<file path="config.mk">
export PLATFORM = sky130hd
export DESIGN_NAME = if_fetch_stage
export DESIGN_NICKNAME = d
export VERILOG_FILES = /design/src/rtl/if_fetch_stage.sv
export SDC_FILE = /design/constraint.sdc
export NUM_CORES = 1
export LEC_CHECK = 0
export ABC_CLOCK_PERIOD_IN_PS = 9000
export BUFFER_PORTS_ARGS = -buffer_cell sky130_fd_sc_hd__buf_2
export CAP_MARGIN = 40
export CORE_MARGIN = 10
export CORE_UTILIZATION = 44
export DETAILED_ROUTE_END_ITERATION = 6
export GPL_ROUTABILITY_DRIVEN = 1
export MAX_ROUTING_LAYER = met4
export PLACE_DENSITY_LB_ADDON = 0.3
export SETUP_SLACK_MARGIN = 0.4
export SYNTH_ARGS = -nofsm -noshare
export SYNTH_HDL_FRONTEND = slang
export SYNTH_SLANG_ARGS = --single-unit
</file>
<file path="constraint.sdc">
create_clock -name clk_i -period 9 [get_ports clk_i]
set_input_delay 1.8 -clock clk_i [delete_from_list [all_inputs] [get_ports clk_i]]
set_output_delay 1.8 -clock clk_i [all_outputs]
set_load 0.01 [all_outputs]
</file>
<file path="src/rtl/if_fetch_stage.sv">
// Instruction-fetch stage: owns the PC, issues req/ready fetches to
// instruction memory, buffers one fetched word and presents it (with its
// address and PC+4) to the IF/ID register. Branch redirects override
// everything except reset and raise a same-cycle IF/ID flush.
// Optional feature macro: IF_BYPASS_EN (zero-wait memory words pass straight
// to instr_o when IF/ID accepts in the same cycle, sustaining 1 instr/cycle).
module if_fetch_stage #(
    parameter logic [31:0] RESET_PC = 32'h0000_0000
) (
    input  logic        clk_i,
    input  logic        rst_i,
    input  logic        pc_write_i,
    input  logic        branch_taken_i,
    input  logic [31:0] branch_target_i,
    output logic        imem_req_o,
    output logic [31:0] imem_addr_o,
    input  logic        imem_ready_i,
    input  logic [31:0] imem_rdata_i,
    output logic [31:0] address_o,
    output logic [31:0] instr_o,
    output logic [31:0] pc_add4_o,
    output logic        valid_o,
    output logic        flush_o
);

    typedef enum logic {
        FETCH = 1'b0,
        HOLD  = 1'b1
    } state_t;

    state_t      state_q, state_d;
    logic [31:0] pc_q, pc_d;
    logic [31:0] buf_addr_p1;
    logic [31:0] buf_instr_p1;
    logic        capture;

    // Sequential PC increment; wraps modulo 2^32 by construction.
    function automatic logic [31:0] pc_plus4(input logic [31:0] pc);
        return pc + 32'd4;
    endfunction

    // Redirect targets are always word aligned.
    function automatic logic [31:0] align_word(input logic [31:0] addr);
        return addr & ~32'h0000_0003;
    endfunction

    // Next-state / PC selection and all output decoding; redirect beats
    // pc_write and any same-cycle memory data.
    always_comb begin
        state_d     = state_q;
        pc_d        = pc_q;
        capture     = 1'b0;
        imem_req_o  = 1'b0;
        imem_addr_o = 32'h0;
        valid_o     = 1'b0;
        address_o   = 32'h0;
        instr_o     = 32'h0;
        pc_add4_o   = 32'h0;
        flush_o     = 1'b0;
        if (!rst_i) begin
            flush_o     = branch_taken_i;
            imem_addr_o = pc_q;
            case (state_q)
                FETCH: begin
                    imem_req_o = 1'b1;
                    if (branch_taken_i) begin
                        pc_d = align_word(branch_target_i);
                    end else if (imem_ready_i) begin
`ifdef IF_BYPASS_EN
                        if (pc_write_i) begin
                            valid_o   = 1'b1;
                            address_o = pc_q;
                            instr_o   = imem_rdata_i;
                            pc_add4_o = pc_plus4(pc_q);
                            pc_d      = pc_plus4(pc_q);
                        end else begin
                            capture = 1'b1;
                            state_d = HOLD;
                        end
`else
                        capture = 1'b1;
                        state_d = HOLD;
`endif
                    end
                end
                HOLD: begin
                    valid_o   = 1'b1;
                    address_o = buf_addr_p1;
                    instr_o   = buf_instr_p1;
                    pc_add4_o = pc_plus4(buf_addr_p1);
                    if (branch_taken_i) begin
                        pc_d    = align_word(branch_target_i);
                        state_d = FETCH;
                    end else if (pc_write_i) begin
                        pc_d    = pc_plus4(pc_q);
                        state_d = FETCH;
                    end
                end
                default: state_d = FETCH;
            endcase
        end
    end

    // Control state: FSM and PC, reset to FETCH at RESET_PC.
    always_ff @(posedge clk_i) begin
        if (rst_i) begin
            state_q <= FETCH;
            pc_q    <= RESET_PC;
        end else begin
            state_q <= state_d;
            pc_q    <= pc_d;
        end
    end

    // ---- stage p1: fetched-word buffer (qualified by state HOLD) ----
    // Data-only registers; their validity is carried entirely by the FSM.
    always_ff @(posedge clk_i) begin
        if (capture) begin
            buf_addr_p1  <= pc_q;
            buf_instr_p1 <= imem_rdata_i;
        end
    end

endmodule

</file>
==> results.yml, run 1 <==
worst_setup_path:
  cp_max_fo: 45
  ff2ff_path_depth: 6
  reg2reg_to: "pc_q[28]"
  required_ns: 7.20
  crit_type: "in -> out"
  arrival_ns: 4.46
  reg2reg_from: "pc_q[2]"
  worst_setup_path_start_kind: "input port"
  rrSetupSlack_ns: 6.84
  worstSetupEndpointType: "output port"
sta:
  post-route-period-util_pct: 69.60
  finalSetupTns_ns: 0
  setup_violations: 0
  fmax_mhz: 159.6
  tightest_slew_ns: 0.8343
  skew_ns: 0.006265
  hold_violations: 0
  slew-limit-headroom_pct: 44.38
  rsz0062_at_grt: "no"
  fin_crit_ns: 6.264
  slew_viol_final: 0
  holdWs_ns: 0.5194
global_routing:
  antenna_found_initial: 0
  grt_pass1_wl_mm: 23.88
  grt_pass1_vias: 4346
  grt_max_degree: 64
  grt.overflow.total: 0
  grtUsageTotal_pct: 18.69
route:
  drc_errors: 0
  drt_iter0_drc: 434
  num_vias: 4584
  drt-vias-per-instance: 5.355
  routedWlPerCell_um: 18.13
  postRouteWirelength_mm: 15.52
  dr.pass1.iters: 5
  ant_nets: 0
clocking:
  hold_buffers: 0
  postCtsSetupRepairBufs: 0
  cts-htree-levels: 3
  cts_tree: "yes"
  cts_max_path_buffers: 2
  cts_resized: 0
  cts_made_buffers: 9
  cts_root_buf: "clkbuf_16"
  cts_sinks: 93
  insertion_delay_ns: 0.34
  clk_pin_slew_ns: 0.06
floorplan:
  coreArea_sq_um: 11320
  die_w_um: 127.1
  ios: 200
  dieArea_sq_um: 16160
  initial_utilization_pct: 44.61
  die_h_um: 127.1
  rows: 39
pwr:
  power.internal_mw: 0.7627
  power_frac_clock_pct: 40.7
  netSwitchingFraction_pct: 23.14
  ir_worst_vdd_mv: 0.07937
  power_switching_mw: 0.2297
  combPwrFrac_pct: 9.0
  leakage_nw: 2.808
  powerDensity_nw_per_um2: 154.7
  seqPwrFrac_pct: 50.3
min_path:
  min_path_type: "reg -> reg"
  min_to: "buf_addr_p1[14]"
  whs_path_depth: 0
  hold_start: "pc_q[14]"
yosys:
  ys_ff_latch: 93
  async_reset_ff_share_pct: 0
  yosysUniqueCellTypes: 53
  yosysWarnings: 0
  synth_area_sq_um: 5050
  synth-edff-count: 62
  netlist_instances: 531
  synth_area_per_cell_sq_um: 9.510
  seq_area_frac_synth_pct: 49.16
  yosys_most_used_dff: "edfxtp_1"
placement:
  portBuffers: 191
  dp_hpwl_mm: 12.02
  gp_congestion: 0.8568
layout:
  diodes: 0
  area_delta_synth_final_pct: 27.03
  drive_above_1_share_pct: 31.00
  nNetsFinal: 779
  fill_cells: 1027
flow_run:
  cap_violations: 0
status:
  status: "complete, no violations"
## cell families after synthesis
family                   after synthesis  synth area share (%)
flip-flops                            93                 49.16
buffers and inverters                 42                 3.692
AO/OA/AOI/OAI                         82                 9.961
multiplexers                           1                0.2230
XOR/XNOR                              31                 5.377
other                                  1               0.07426
AND/OR/NAND/NOR                      279                 31.02
adder cells (fa/ha/maj)                2                0.4955
## layout by cell type (no fill, tap or decap), types with 6 or more instances in the layout
master / Yosys / layout
nand2_1: 42 / 42
a31oi_1: 7 / 7
or3_1: 7 / 7
nand4_1: 10 / 10
nor3_1: 18 / 18
edfxtp_1: 62 / 62
and2_1: 62 / 62
xor2_1: 10 / 10
conb_1: 1 / 6
nor2b_1: 29 / 29
buf_2: 2 / 191
xnor2_1: 21 / 21
nor2_1: 50 / 50
and4_1: 10 / 10
nor4_1: 8 / 8
nand3_1: 18 / 18
a21oi_1: 21 / 21
inv_1: 8 / 8
clkbuf_16: 0 / 11
o21ai_0: 27 / 27
and3_1: 7 / 7
dfxtp_1: 31 / 31
## routing by layer
layer / global-route usage (%) / share of wire (%) / up-vias
li1: - / - / 2232
met1: 24.49 / 46 / 2118
met2: 28.46 / 45 / 225
met3: 4.053 / 8.0 / 9
met4: 5.492 / 0.84 / 0
met5: - / 0 / -
## Yosys cell counts, types with 2 or more instances
cell type | count | share of area (%)
a211o_1 | 4 | 0.69
nor3_1 | 18 | 1.8
and4_1 | 10 | 1.7
or2_2 | 2 | 0.25
nand3_1 | 18 | 1.8
clkbuf_1 | 24 | 1.8
o311ai_0 | 2 | 0.35
nor4_1 | 8 | 0.99
a21oi_1 | 21 | 2.1
or3_1 | 7 | 0.87
xor2_1 | 10 | 1.7
nand4_1 | 10 | 1.2
a31oi_1 | 7 | 0.87
nor2_1 | 50 | 3.7
a32oi_1 | 2 | 0.35
and3_1 | 7 | 0.87
nor3b_1 | 3 | 0.45
dfxtp_1 | 31 | 12
a211oi_1 | 4 | 0.59
edfxtp_1 | 62 | 37
buf_2 | 2 | 0.20
xnor2_1 | 21 | 3.6
and2_1 | 62 | 7.7
inv_1 | 8 | 0.59
ha_1 | 2 | 0.50
a22oi_1 | 3 | 0.45
nor2b_1 | 29 | 3.6
o21ai_0 | 27 | 2.7
nand2b_1 | 3 | 0.37
o211ai_1 | 2 | 0.30
nand2_1 | 42 | 3.1
buf_4 | 7 | 1.0
a22o_1 | 2 | 0.35
nand3_4 | 2 | 0.69
## per-stage QoR
| stage | power [mW] | utilization [%] | instance area [sq um] | worst slack [ns] | cells |
|---|---|---|---|---|---|
| final | 0.9924 | 56.66 | 6415 | 2.736 | 856 |
| after global routing | 1.029 | 56.66 | 6415 | 2.528 | 856 |
| after detailed placement | 0.5977 | 53.81 | 6092 | 2.735 | 840 |
| after floorplan | 0.5533 | - | 5075 | 3.013 | 536 |
| after CTS | 0.9985 | 56.66 | 6415 | 2.729 | 856 |
| after global placement | 0.5944 | 53.81 | 6092 | 2.797 | 840 |
## registers in the layout (all words and copies together) (netlist names)
register and flops:
state_q 1, pc_q 30, buf_instr_p1 32, buf_addr_p1 30
## power by group through the flow
stage	combinational (mW)	sequential, mW	clock [mW]
2_1_floorplan	0.0535	0.500	0
4_1_cts	0.0903	0.498	0.410
5_1_grt	0.0990	0.502	0.428
3_5_place_dp	0.0900	0.508	0
6_report	0.0892	0.499	0.404
3_3_place_gp	0.0876	0.507	0
## worst max-delay path, cell delays in order
cell and delay (ns):
buf_2 0.63, inv_1 0.31, nand2_1 0.17, buf_4 0.33, inv_1 0.46, and2_1 0.34, mux2_2 0.26, buf_2 0.14
## how the worst max path moves through the flow
| stage | endpoint | slack (ns) | start |
|---|---|---|---|
| after floorplan | buf_addr_p1[10] | 3.01 | branch_taken_i |
| after global placement | pc_add4_o[20] | 2.80 | rst_i |
| after detailed placement | pc_add4_o[20] | 2.73 | rst_i |
| after CTS | pc_add4_o[20] | 2.73 | rst_i |
| after global routing | pc_add4_o[20] | 2.53 | rst_i |
| final | pc_add4_o[20] | 2.74 | rst_i |
## cell type report
class / count / area (sq um) / share of cell area, %
clock inverter: 3 / 40.04 / 0.6241
tap: 143 / 178.9 / 2.789
inverter: 8 / 30.03 / 0.4681
sequential: 93 / 2482 / 38.70
multi-input combinational: 401 / 2415 / 37.64
timing repair buffer: 195 / 985.9 / 15.37
clock buffer: 13 / 282.8 / 4.408
No activity file was read; power rests on OpenSTA's default activity.
==> run 2: changes to the inputs <==
--- a/config.mk
+++ b/config.mk
@@ -5,11 +5,12 @@
 export SDC_FILE = /design/constraint.sdc
 export NUM_CORES = 1
 export LEC_CHECK = 0
-export ABC_CLOCK_PERIOD_IN_PS = 9000
+export ABC_AREA = 1
+export ABC_CLOCK_PERIOD_IN_PS = 5500
 export BUFFER_PORTS_ARGS = -buffer_cell sky130_fd_sc_hd__buf_2
 export CAP_MARGIN = 40
 export CORE_MARGIN = 10
-export CORE_UTILIZATION = 44
+export CORE_UTILIZATION = 45
 export DETAILED_ROUTE_END_ITERATION = 6
 export GPL_ROUTABILITY_DRIVEN = 1
 export MAX_ROUTING_LAYER = met4
==> constraint.sdc (replaced) <==
create_clock -name clk_i -period 5.5 [get_ports clk_i]
set_input_delay 1.1 -clock clk_i [delete_from_list [all_inputs] [get_ports clk_i]]
set_output_delay 1.1 -clock clk_i [all_outputs]
set_load 0.01 [all_outputs]
==> run 2 against run 1 <==
  * Global-route usage increased by 2.0 points
  * Clock-buffer cell count decreased by 4
  * Routed wire length increased by 19%
  * Sequential power increased by 64%
  * Synthesized cell count increased by 63%
  * Clock power increased by 57%
  * Sequential share of layout area decreased by 4.1 points
  * Non-clock buffer count unchanged
  * Critical path depth increased by 1
  * Critical endpoint is now pc_add4_o[10]
  * Register-to-register slack got worse by 3.8 ns
  * Synthesized area increased by 15%
  * Critical path type unchanged
  * Total power increased by 65%
==> results.yml, run 2 <==
status:
  status: "complete, no violations"
worst_setup_path:
  crit_type: "in -> out"
  critPathCapture: "pc_add4_o[10]"
  worstSetupEndpointType: "output port"
  worstPathCellList: "buf_2 > nor2_4 > inv_2 > nor2_2 > nand3_1 > nor2_1 > nor2_1 > a21oi_1 > buf_2"
  reg2reg_from: "state_q"
  critPathMaxStageDelay_ns: 0.34
  arrival_ns: 2.63
  rrSetupSlack_ns: 3.05
  required_ns: 4.40
  worst_setup_path_start_kind: "input port"
  worst-path-buf-inv: 3
  crit_slowest_cell: "inv_2"
  cp_max_fo: 35
  ff2ff_path_depth: 5
  reg2reg_to: "buf_instr_p1[13]"
  cp.depth: 9
  critPathTopFamily: "simple AND/OR/NAND/NOR gates"
  cp-startpoint: "rst_i"
yosys:
  synth_common_cells: "286 x nand2_1, 220 x nor2_1, 76 x inv_1"
  synth_compound_area_share_pct: 4.667
  synth-edff-count: 62
  synth_area_leaders: "edfxtp_1 32%, nand2_1 19%, nor2_1 14%"
  netlist_instances: 867
  ys_ff_latch: 93
  seq_area_frac_synth_pct: 42.87
  synth_adder_area_share_pct: 0.4322
  yosys-mux-area-fraction_pct: 0
  synth_area_sq_um: 5791
  yosysWarnings: 0
  synth.top_cell.area_share_pct: 32.15
  async_reset_ff_share_pct: 0
  yosysMostFrequentCell: "nand2_1"
  synth_xor_xnor_area_share_pct: 0.9075
  synth_top_family_by_area: "simple AND/OR/NAND/NOR gates"
  synth_simple_gate_area_share_pct: 42.76
  yosys_most_used_dff: "edfxtp_1"
  post-synth-top-area-cell: "edfxtp_1"
  synth_area_per_cell_sq_um: 6.679
  yosysUniqueCellTypes: 32
global_routing:
  grt_pass1_wl_mm: 29.30
  antenna_found_initial: 0
  grt.overflow.total: 0
  grt_max_degree: 79
  grt_pass1_vias: 5580
  grtUsageTotal_pct: 20.71
floorplan:
  initial_utilization_pct: 45.89
  die_h_um: 133.4
  coreArea_sq_um: 12620
  ios: 200
  dieArea_sq_um: 17800
  rows: 41
  die_w_um: 133.4
sta:
  setup_violations: 0
  hold_violations: 0
  finalWorstSetupSlack_ns: 1.767
  holdWs_ns: 0.5192
  fmax_mhz: 267.9
  post-route-period-util_pct: 67.86
  finalSetupTns_ns: 0
  fin_crit_ns: 3.733
  slew_viol_final: 0
  tightest_slew_ns: 0.8477
  rsz0062_at_grt: "no"
  skew_ns: 0.01044
  slew-limit-headroom_pct: 43.48
route:
  drc_errors: 0
  drt_iter0_drc: 591
  drt-vias-per-instance: 4.913
  ant_nets: 0
  routedWlPerCell_um: 15.17
  postRouteWirelength_mm: 18.52
  dr.pass1.iters: 5
  num_vias: 5999
pwr:
  powerDensity_nw_per_um2: 228.6
  netSwitchingFraction_pct: 26.58
  power_switching_mw: 0.4364
  power.internal_mw: 1.206
  combPwrFrac_pct: 11.6
  power_frac_clock_pct: 38.7
  power_mw: 1.642
  seqPwrFrac_pct: 49.7
  leakage_nw: 3.332
  ir_worst_vdd_mv: 0.1262
layout:
  stdcell_area_sq_um: 7183
  drive_above_1_share_pct: 23.16
  final_common_cell: "nand2_1"
  area_delta_synth_final_pct: 24.05
  diodes: 0
  nNetsFinal: 1115
  layout_common_cells: "286 x nand2_1, 219 x nor2_1, 191 x buf_2, 76 x inv_1, 62 x edfxtp_1"
  top_register: "buf_instr_p1"
  top_regs: "buf_instr_p1: 32 flops, buf_addr_p1: 30 flops, pc_q: 30 flops"
  largest_reg_flops: 32
clocking:
  hold_buffers: 0
  cts_sinks: 93
  cts_root_buf: "clkbuf_16"
  cts_tree: "yes"
  cts_resized: 0
  cts_made_buffers: 9
  cts-htree-levels: 3
  insertion_delay_ns: 0.34
  clk_pin_slew_ns: 0.06
  postCtsSetupRepairBufs: 0
  cts_max_path_buffers: 2
placement:
  gp_congestion: 0.9611
  postPlaceCellArea_sq_um: 6874
  portBuffers: 191
  dp_hpwl_mm: 14.52
  dp_slack_ns: 1.785
flow_run:
  cap_violations: 0
min_path:
  min_path_type: "reg -> reg"
==> run 2: cell count changes in the layout (fill, tap and decap cells not counted), moves of 29 or more <==
cell / previous run / this run
nand2_1: 42 / 286
nor2_1: 50 / 219
inv_1: 8 / 76
and2_1: 62 / 0
nand3_1: 18 / 52
nor2b_1: 29 / 0
==> run 2: power by group through the flow <==
stage | Clock [mW] | Sequential (mW) | Combinational [mW]
3_3_place_gp | 0 | 0.829 | 0.186
2_1_floorplan | 0 | 0.817 | 0.123
5_1_grt | 0.668 | 0.821 | 0.215
4_1_cts | 0.645 | 0.815 | 0.192
3_5_place_dp | 0 | 0.831 | 0.190
6_report | 0.635 | 0.816 | 0.191
==> run 2: cells by family (layout without fill, tap and decap cells) <==
logic type | count (synthesis) | count (layout)
compound gates | 50 | 50
xor+xnor | 6 | 6
fa+ha+maj | 2 | 2
buf+inv | 117 | 294
flops | 93 | 93
other cells | 1 | 6
simple gates | 598 | 598
==> run 2: layout make-up <==
type,instances,area [sq um]
Clock buffer,9,225.2
Timing Repair Buffer,195,1006
Fill cell,1273,5436
Multi-Input combinational cell,662,2859
Tap cell,172,215.2
Clock inverter,7,83.83
Inverter,83,311.5
Sequential cell,93,2482
==> run 2: worst register-to-register path: stages, from the launching register on <==
cell and delay [ns]:
dfxtp_1 0.30, buf_4 0.27, inv_2 0.18, nand3_1 0.17, nor2_4 0.67, buf_4 0.51
==> run 2: per-layer routing <==
layer  vias up  share of wire, %  global-route usage [%]
li1       3063                 -                       -
met1      2669                44                   26.31
met5         -                 0                       -
met3        24               7.3                   4.211
met2       243                47                   32.49
met4         0               1.7                   6.590
==> run 2: stage by stage <==
stage,utilization (%),std cells
2_1_floorplan,-,872
3_3_place_gp,54.25,1204
3_5_place_dp,54.47,1205
4_1_cts,56.92,1221
5_1_grt,56.92,1221
6_report,56.92,1221
==> run 2: worst min-delay path by stage <==
| stage | depth (start not counted) | to | start |
|---|---|---|---|
| after floorplan | 0 | buf_addr_p1[31] | pc_q[31] |
| after global placement | 0 | buf_addr_p1[31] | pc_q[31] |
| after detailed placement | 0 | buf_addr_p1[3] | pc_q[3] |
| after CTS | 0 | buf_addr_p1[3] | pc_q[3] |
| after global routing | 0 | buf_addr_p1[30] | pc_q[30] |
| final | 0 | buf_addr_p1[30] | pc_q[30] |
